--- config.mk ---
export PLATFORM = sky130hd
export DESIGN_NAME = bcd_display_mux_flat
export DESIGN_NICKNAME = d
export VERILOG_FILES = /design/src/rtl/bcd_display_pkg.sv /design/src/rtl/bcd_display_mux_if.sv /design/src/rtl/bcd_to_7seg.sv /design/src/rtl/bcd_display_mux.sv /design/src/flat_wrapper.sv
export SDC_FILE = /design/constraint.sdc
export NUM_CORES = 1
export LEC_CHECK = 0
export ABC_AREA = 1
export BUFFER_PORTS_ARGS = -buffer_cell sky130_fd_sc_hd__buf_2
export CORE_MARGIN = 2
export CORE_UTILIZATION = 47
export DETAILED_ROUTE_END_ITERATION = 8
export GPL_TIMING_DRIVEN = 1
export PLACE_DENSITY = 0.7
export SLEW_MARGIN = 20
export SYNTH_ARGS = -nofsm -noshare
export SYNTH_HDL_FRONTEND = slang
export SYNTH_SLANG_ARGS = --single-unit
--- constraint.sdc ---
create_clock -name clk -period 1.55 [get_ports clk]
set_clock_uncertainty 0.15 [all_clocks]
set_input_delay 0.155 -clock clk [delete_from_list [all_inputs] [get_ports clk]]
set_output_delay 0.155 -clock clk [all_outputs]
set_load 0.05 [all_outputs]
--- src/rtl/bcd_display_pkg.sv ---
// rtl/bcd_display_pkg.sv - segment type and glyph constants for the BCD display mux
// Glyphs are active low, bit order {g,f,e,d,c,b,a}.
package bcd_display_pkg;

   typedef logic [6:0] seg_t;

   localparam seg_t SEG_BLANK = 7'b1111111;
   localparam seg_t SEG_DASH  = 7'b0111111;

   localparam seg_t SEG_0 = 7'b1000000;
   localparam seg_t SEG_1 = 7'b1111001;
   localparam seg_t SEG_2 = 7'b0100100;
   localparam seg_t SEG_3 = 7'b0110000;
   localparam seg_t SEG_4 = 7'b0011001;
   localparam seg_t SEG_5 = 7'b0010010;
   localparam seg_t SEG_6 = 7'b0000010;
   localparam seg_t SEG_7 = 7'b1111000;
   localparam seg_t SEG_8 = 7'b0000000;
   localparam seg_t SEG_9 = 7'b0010000;

endpackage

--- src/rtl/bcd_display_mux_if.sv ---
// rtl/bcd_display_mux_if.sv - digit source / display pins bundle for bcd_display_mux
// master drives the snapshot inputs; slave is the display driver.
interface bcd_display_mux_if #(
   parameter int DIGITS = 4
);
   import bcd_display_pkg::*;

   logic [4*DIGITS-1:0] bcd_in;
   logic [DIGITS-1:0]   dp_in;
   logic                load;
   logic [DIGITS-1:0]   an_n;
   seg_t                seg_n;
   logic                dp_n;
   logic                frame_done;

   modport master (
      output bcd_in, dp_in, load,
      input  an_n, seg_n, dp_n, frame_done
   );

   modport slave (
      input  bcd_in, dp_in, load,
      output an_n, seg_n, dp_n, frame_done
   );

endinterface

--- src/rtl/bcd_to_7seg.sv ---
// rtl/bcd_to_7seg.sv - combinational BCD to active-low seven-segment decoder
// Codes 10-15 are not valid BCD and render as a dash.
module bcd_to_7seg
   import bcd_display_pkg::*;
(
   input  logic [3:0] bcd,
   output seg_t       seg
);

   always_comb begin
      seg = SEG_DASH;
      case (bcd)
         4'd0:    seg = SEG_0;
         4'd1:    seg = SEG_1;
         4'd2:    seg = SEG_2;
         4'd3:    seg = SEG_3;
         4'd4:    seg = SEG_4;
         4'd5:    seg = SEG_5;
         4'd6:    seg = SEG_6;
         4'd7:    seg = SEG_7;
         4'd8:    seg = SEG_8;
         4'd9:    seg = SEG_9;
         default: seg = SEG_DASH;
      endcase
   end

endmodule

--- src/rtl/bcd_display_mux.sv ---
// rtl/bcd_display_mux.sv - multiplexed common-anode BCD display scanner with load snapshot
// Define BCD_DISPLAY_LZB_EN to blank leading zeros (digit 0 is always shown).
module bcd_display_mux
   import bcd_display_pkg::*;
#(
   parameter int DIGITS      = 4,
   parameter int REFRESH_DIV = 50000
) (
   input  logic                  clk,
   input  logic                  reset_n,
   bcd_display_mux_if.slave      disp
);

   localparam int DIV_W = (REFRESH_DIV > 1) ? $clog2(REFRESH_DIV) : 1;
   localparam int IDX_W = (DIGITS > 1) ? $clog2(DIGITS) : 1;

   localparam logic [DIV_W-1:0]  DIV_LAST = DIV_W'(REFRESH_DIV - 1);
   localparam logic [IDX_W-1:0]  IDX_LAST = IDX_W'(DIGITS - 1);
   localparam logic [DIGITS-1:0] AN_ONE   = DIGITS'(1);

   logic [DIV_W-1:0]    div_cnt_q, div_cnt_d;
   logic [IDX_W-1:0]    idx_q, idx_d;
   logic [4*DIGITS-1:0] shd_bcd_q, shd_bcd_d;
   logic [DIGITS-1:0]   shd_dp_q, shd_dp_d;
   logic [DIGITS-1:0]   an_n_q, an_n_d;
   seg_t                seg_n_q, seg_n_d;
   logic                dp_n_q, dp_n_d;
   logic                frame_done_q, frame_done_d;

   logic       dead;
   logic [3:0] cur_bcd;
   seg_t       dec_seg;
   logic       blank_digit;

   assign dead    = (div_cnt_q == DIV_LAST);
   assign cur_bcd = shd_bcd_q[{idx_q, 2'b00} +: 4];

   bcd_to_7seg u_dec (
      .bcd (cur_bcd),
      .seg (dec_seg)
   );

`ifdef BCD_DISPLAY_LZB_EN
   // lz[k] is set when digit k and every more-significant digit are zero.
   logic [DIGITS-1:0] lz;

   always_comb begin
      lz = '0;
      lz[DIGITS-1] = (shd_bcd_q[4*DIGITS-1 -: 4] == 4'd0);
      for (int k = DIGITS - 2; k >= 0; k--) begin
         lz[k] = lz[k+1] && (shd_bcd_q[4*k +: 4] == 4'd0);
      end
   end

   assign blank_digit = (idx_q != '0) && lz[idx_q];
`else
   assign blank_digit = 1'b0;
`endif

   always_comb begin
      div_cnt_d    = div_cnt_q + 1'b1;
      idx_d        = idx_q;
      shd_bcd_d    = shd_bcd_q;
      shd_dp_d     = shd_dp_q;
      an_n_d       = '1;
      seg_n_d      = SEG_BLANK;
      dp_n_d       = 1'b1;
      frame_done_d = 1'b0;

      if (disp.load) begin
         shd_bcd_d = disp.bcd_in;
         shd_dp_d  = disp.dp_in;
      end

      if (dead) begin
         div_cnt_d    = '0;
         idx_d        = (idx_q == IDX_LAST) ? '0 : idx_q + 1'b1;
         frame_done_d = (idx_q == IDX_LAST);
      end else begin
         // Outputs come from the pre-edge shadow, so a load never tears a cycle.
         an_n_d  = ~(AN_ONE << idx_q);
         seg_n_d = blank_digit ? SEG_BLANK : dec_seg;
         dp_n_d  = ~shd_dp_q[idx_q];
      end
   end

   always_ff @(posedge clk) begin
      if (!reset_n) begin
         div_cnt_q    <= '0;
         idx_q        <= '0;
         shd_bcd_q    <= '0;
         shd_dp_q     <= '0;
         an_n_q       <= '1;
         seg_n_q      <= SEG_BLANK;
         dp_n_q       <= 1'b1;
         frame_done_q <= 1'b0;
      end else begin
         div_cnt_q    <= div_cnt_d;
         idx_q        <= idx_d;
         shd_bcd_q    <= shd_bcd_d;
         shd_dp_q     <= shd_dp_d;
         an_n_q       <= an_n_d;
         seg_n_q      <= seg_n_d;
         dp_n_q       <= dp_n_d;
         frame_done_q <= frame_done_d;
      end
   end

   assign disp.an_n       = an_n_q;
   assign disp.seg_n      = seg_n_q;
   assign disp.dp_n       = dp_n_q;
   assign disp.frame_done = frame_done_q;

endmodule

--- src/flat_wrapper.sv ---
// flat-port wrapper written by rule: the top's interface ports become plain ports
module bcd_display_mux_flat import bcd_display_pkg::*;
#(
   parameter int DIGITS      = 4,
   parameter int REFRESH_DIV = 50000
)
  (clk, reset_n, disp_bcd_in, disp_dp_in, disp_load, disp_an_n, disp_seg_n, disp_dp_n, disp_frame_done);
  bcd_display_mux_if #(.DIGITS(DIGITS)) disp_i ();
  input  logic clk;
  input  logic reset_n;
  input wire logic [$bits(disp_i.bcd_in)-1:0] disp_bcd_in;
  input wire logic [$bits(disp_i.dp_in)-1:0] disp_dp_in;
  input wire logic [$bits(disp_i.load)-1:0] disp_load;
  output wire logic [$bits(disp_i.an_n)-1:0] disp_an_n;
  output wire logic [$bits(disp_i.seg_n)-1:0] disp_seg_n;
  output wire logic [$bits(disp_i.dp_n)-1:0] disp_dp_n;
  output wire logic [$bits(disp_i.frame_done)-1:0] disp_frame_done;
  assign disp_i.bcd_in = disp_bcd_in;
  assign disp_i.dp_in = disp_dp_in;
  assign disp_i.load = disp_load;
  assign disp_an_n = disp_i.an_n;
  assign disp_seg_n = disp_i.seg_n;
  assign disp_dp_n = disp_i.dp_n;
  assign disp_frame_done = disp_i.frame_done;
  bcd_display_mux #(.DIGITS(DIGITS), .REFRESH_DIV(REFRESH_DIV)) u_core (.clk(clk), .reset_n(reset_n), .disp(disp_i));
endmodule
==> flow_summary.rst <==
.. list-table::
   :header-rows: 1

   * - Metric
     - Value
   * - Antenna violations before repair
     - 0
   * - Die footprint
     - 5790 um2
   * - Count of nets after finishing
     - around 460
   * - Area used by sequential logic in the layout
     - between 1000 and 1500 um2
   * - Count of nets left with antenna violations after detail routing
     - 0
   * - Adder-cell share of the synthesized area
     - between 5 and 6%
   * - Final clock period utilization by the worst path
     - a little over nine tenths
   * - Critical path cell sequence
     - ha_1 -> buf_4 -> nand3_4 -> nor2_2 -> nand2_4 -> nand2_8 -> nor2_1
   * - Post-Synthesis Net Count
     - between 300 and 400
   * - Overflow left after global routing
     - 0
   * - Number of enable flip-flop cells after synthesis
     - 0
   * - Via Count
     - 2413
   * - Final-report max-slew violation count
     - 0
   * - Reported leakage power
     - between 1 and 1.5 nW
   * - Diodes inserted
     - 0
   * - Chip width
     - 76.1 um
   * - # setup viols final
     - 0
   * - Transition time at the pin with the least slew margin
     - 0.406 ns
   * - Setup crit end kind
     - flip-flop
   * - Wirelength per Cell
     - roughly 12 um
   * - Source-to-sink clock delay at the later pin of the worst-skew pair
     - roughly 0.31 ns
   * - Longest Clk Path Bufs
     - 2
   * - MaxCap Viol Count
     - 0
   * - Part of the total power dissipated in combinational logic
     - between 10% and 20%
   * - Number of port buffers
     - 35
   * - TritonCTS clock tree
     - built
   * - CTS buffer count
     - 5
   * - Rel. slew slack
     - between 70 and 80%
   * - Slowest stage cell on the critical path
     - sky130_fd_sc_hd__dfxtp_1
   * - Critical setup path kind
     - flip-flop to flip-flop
   * - Share of the yosys chip area belonging to registers
     - approximately two fifths
   * - Startpoint type of the worst setup path
     - flip-flop
   * - Pwr per Cell Area
     - about 800 nW/um2
   * - Finished Layout Cells
     - a little under 500
   * - Fraction of synthesized cell area taken by the top area cell type
     - approximately two fifths
   * - Total area of multi-input combinational cells
     - 1390 um2
   * - Total of warnings raised by yosys
     - 0
   * - Compound-gate portion of the synthesized area
     - between 8 and 9%
   * - Peak Freq
     - 656 MHz
   * - Status
     - finished, final reports clean
   * - Count of fill cells added during filler insertion
     - just over 400
   * - Share of post-route cells with drive strength above 1
     - 30.2%
   * - Post-Synthesis Cell Area
     - approximately 2400 um2
   * - Post-detailed-route DRC marker count
     - 0
   * - Share of synthesized flip-flops with an asynchronous set or reset
     - 0%
   * - Total Power Consumption
     - 0.00279 W
   * - Cell count after synthesis
     - 335
   * - Buf/Inv on CP
     - 1
   * - Ranking of synthesized cells by area
     - sky130_fd_sc_hd__dfxtp_1, sky130_fd_sc_hd__nor2_1, sky130_fd_sc_hd__nand2_1
   * - Clock tree root driver cell
     - sky130_fd_sc_hd__clkbuf_8
   * - Count of H-tree levels built during CTS
     - 2
   * - Critical path's largest stage delay
     - roughly 0.35 ns
   * - Part of the power in registers
     - around half
   * - Count of placed standard cells including taps
     - around 460
   * - Starting DRC count in detailed routing
     - roughly 150
   * - Setup repair after global routing missed its margin
     - true
   * - Switching part of the total
     - 26.2%
   * - Average via count per standard cell
     - 4.88
   * - DR pass1 iterations
     - 5
   * - Clock transition at the registers of the reported paths
     - 0.09 ns
   * - Core Footprint
     - 5070 um2
   * - Maximum ir drop on the vdd rail
     - roughly 0.56 mV
   * - Combinational family with the most area after synthesis
     - simple AND/OR/NAND/NOR gates
   * - Overall global routing resource usage
     - 19.9%
   * - Number of sinks on the clock net
     - between 50 and 60
   * - Post-synthesis area per instance
     - about 7.3 um2
   * - Required arrival time at the worst endpoint
     - ~1.6 ns
   * - Routability congestion estimate from global placement
     - around 0.90
   * - Worst Path Arrival
     - around 1.6 ns
   * - Largest area contributor in the synthesized netlist
     - sky130_fd_sc_hd__dfxtp_1
   * - Share of total power in the clock network
     - about 35%
   * - Maximum fanout along the worst path
     - 8
   * - Main flop type after synthesis
     - sky130_fd_sc_hd__dfxtp_1
   * - Multiplexer share of the synthesized area
     - 0%
   * - Hold slack final
     - about 0.17 ns
   * - Top Family by Delay on Critical Path
     - simple AND/OR/NAND/NOR gates
   * - First-pass GRT wire length
     - between 9000 and 10000 um
   * - Count of distinct cell types in the synthesized netlist
     - 25
   * - Final-report hold violation count
     - 0
   * - Xor/xnor cell area share of the yosys netlist
     - 1.79%
   * - Height of the die
     - around 76 um
   * - Standard-cell row count
     - 26
   * - Number of global-route vias before repair
     - between 2000 and 2500
   * - Number of top-level pins
     - 36
   * - Final critical delay including setup and external delays
     - 1.52 ns
   * - Internal power contribution
     - approximately 0.002 W
   * - Total wire length after detailed routing
     - ~6000 um
   * - Min-delay worst type
     - primary input to flip-flop
   * - Simple-gate portion of the synthesized area
     - between 30% and 40%
   * - Switch Pwr
     - 0.000732 W
   * - Final HPWL DP
     - ~3800 um
   * - Post-synthesis to final-layout area growth
     - 39.0%
   * - Flops & latches, synth
     - 51
   * - Largest net degree at the start of global routing
     - 25
   * - Effective utilization at floorplan
     - around half
-- cell usage after synthesis (4+ instances only) --
| library cell | number |
|---|---|
| sky130_fd_sc_hd__nand4_1 | 5 |
| sky130_fd_sc_hd__inv_1 | 22 |
| sky130_fd_sc_hd__o21ai_0 | 24 |
| sky130_fd_sc_hd__nand3_1 | 32 |
| sky130_fd_sc_hd__ha_1 | 11 |
| sky130_fd_sc_hd__nand2_2 | 6 |
| sky130_fd_sc_hd__nand2_1 | 66 |
| sky130_fd_sc_hd__a21oi_1 | 10 |
| sky130_fd_sc_hd__nor2_1 | 69 |
| sky130_fd_sc_hd__xor2_1 | 4 |
| sky130_fd_sc_hd__clkbuf_1 | 5 |
| sky130_fd_sc_hd__inv_2 | 8 |
| sky130_fd_sc_hd__dfxtp_1 | 51 |
-- metal layers --
metal / global-route usage [%] / vias to the layer above / part of all wire [%]
met5: 0 / - / 0
met4: 8.36 / 0 / 1.9
met3: 5.09 / 12 / 4.4
met2: 32.7 / 68 / 47
met1: 25.0 / 1089 / 47
li1: - / 1244 / -
-- state kept, by name, indices dropped and copies added, names as in the netlist --
register / count
u_core.disp.frame_done: 1
u_core.div_cnt_q: 16
u_core.shd_dp_q: 4
u_core.disp.dp_n: 1
u_core.idx_q: 2
u_core.disp.an_n: 4
u_core.shd_bcd_q: 16
u_core.disp.seg_n: 7
-- power by group through the flow --
stage               clock network [W]  registers (W)  logic [W]
global route                  0.00105        0.00140   0.000447
CTS                           0.00100        0.00140   0.000371
global placement                    0        0.00143   0.000321
finish                       0.000990        0.00140   0.000406
detailed placement                  0        0.00143   0.000327
floorplan                           0        0.00150   0.000157
-- through the flow --
| step | setup WS [ns] | setup TNS (ns) | util, % | area, um2 |
|---|---|---|---|---|
| after global routing | -0.0458 | -0.570 | 66.9 | 3390 |
| after CTS | 0.00788 | 0 | 63.8 | 3240 |
| after detailed placement | -0.190 | -2.02 | 56.8 | 2880 |
| final | 0.0262 | 0 | 66.9 | 3390 |
| after floorplan | 0.0160 | 0 | - | 2450 |
| after global placement | -0.178 | -1.82 | 56.8 | 2880 |
-- layout make-up --
type,instances,area share [%]
timing repair buffer,90,19.0
clock buffer,6,2.43
sequential,51,30.3
multi-input combinational,245,40.9
inverter,30,3.61
clock inverter,2,1.14
tap,70,2.58
-- worst register-to-register path, cell delays in order, from the launching register on --
cell and delay, ns:
sky130_fd_sc_hd__dfxtp_1 0.35, sky130_fd_sc_hd__ha_1 0.19, sky130_fd_sc_hd__buf_4 0.14, sky130_fd_sc_hd__nand3_4 0.10
sky130_fd_sc_hd__nor2_2 0.19, sky130_fd_sc_hd__nand2_4 0.13, sky130_fd_sc_hd__nand2_8 0.13, sky130_fd_sc_hd__nor2_1 0.05
-- repair_timing --
action / CTS / global route
setup endpoints to repair: 12 / 26
buffers inserted: 1 / 1
hold endpoints to repair: 21 / 0
cloned: 0 / 1
gates resized for setup: 5 / 34
hold buffers: 21 / 0
pin swaps: 0 / 7
-- path summary, 6_finish.rpt --
kind / start / to / slack, ns / cells after the start
hold reg to reg: u_core.shd_dp_q[2] / u_core.shd_dp_q[2] / 0.33 / 2
setup reg to reg: u_core.div_cnt_q[0] / u_core.div_cnt_q[2] / 0.03 / 7
setup / recovery: u_core.div_cnt_q[0] / u_core.div_cnt_q[2] / 0.03 / 7
hold / removal: disp_load / u_core.shd_dp_q[0] / 0.17 / 3
-- logic make-up after synthesis --
logic type | Yosys count
AOI/OAI and AO/OA | 37
xor gates and xnor gates | 5
adders and majority gates | 11
buffers and inverters | 40
DFF | 51
and+or+nand+nor | 191
-- placed cells by master (no fill, tap or decap) --
| cell type | n |
|---|---|
| sky130_fd_sc_hd__nand2_2 | 7 |
| sky130_fd_sc_hd__nand3_4 | 4 |
| sky130_fd_sc_hd__buf_6 | 1 |
| sky130_fd_sc_hd__inv_6 | 2 |
| sky130_fd_sc_hd__ha_2 | 1 |
| sky130_fd_sc_hd__a21oi_1 | 10 |
| sky130_fd_sc_hd__nand3_2 | 7 |
| sky130_fd_sc_hd__nand3_1 | 26 |
| sky130_fd_sc_hd__bufinv_16 | 1 |
| sky130_fd_sc_hd__nand3b_1 | 1 |
| sky130_fd_sc_hd__nand2_8 | 2 |
| sky130_fd_sc_hd__nor2_1 | 64 |
| sky130_fd_sc_hd__buf_2 | 35 |
| sky130_fd_sc_hd__inv_2 | 7 |
| sky130_fd_sc_hd__a21oi_2 | 3 |
| sky130_fd_sc_hd__nor2_4 | 3 |
| sky130_fd_sc_hd__nand4_1 | 5 |
| sky130_fd_sc_hd__buf_4 | 33 |
| sky130_fd_sc_hd__nand2_4 | 7 |
| sky130_fd_sc_hd__dlygate4sd3_1 | 21 |
| sky130_fd_sc_hd__ha_1 | 10 |
| sky130_fd_sc_hd__dfxtp_1 | 49 |
| sky130_fd_sc_hd__dfxtp_4 | 2 |
| sky130_fd_sc_hd__o21ai_0 | 24 |
| sky130_fd_sc_hd__clkbuf_8 | 6 |
| sky130_fd_sc_hd__inv_4 | 2 |
| sky130_fd_sc_hd__xnor2_1 | 1 |
| sky130_fd_sc_hd__nor2_2 | 5 |
| sky130_fd_sc_hd__nand2_1 | 59 |
| sky130_fd_sc_hd__inv_1 | 20 |
| sky130_fd_sc_hd__xor2_1 | 4 |
| sky130_fd_sc_hd__nor3_1 | 2 |
Power figures use the tool's default switching activity.
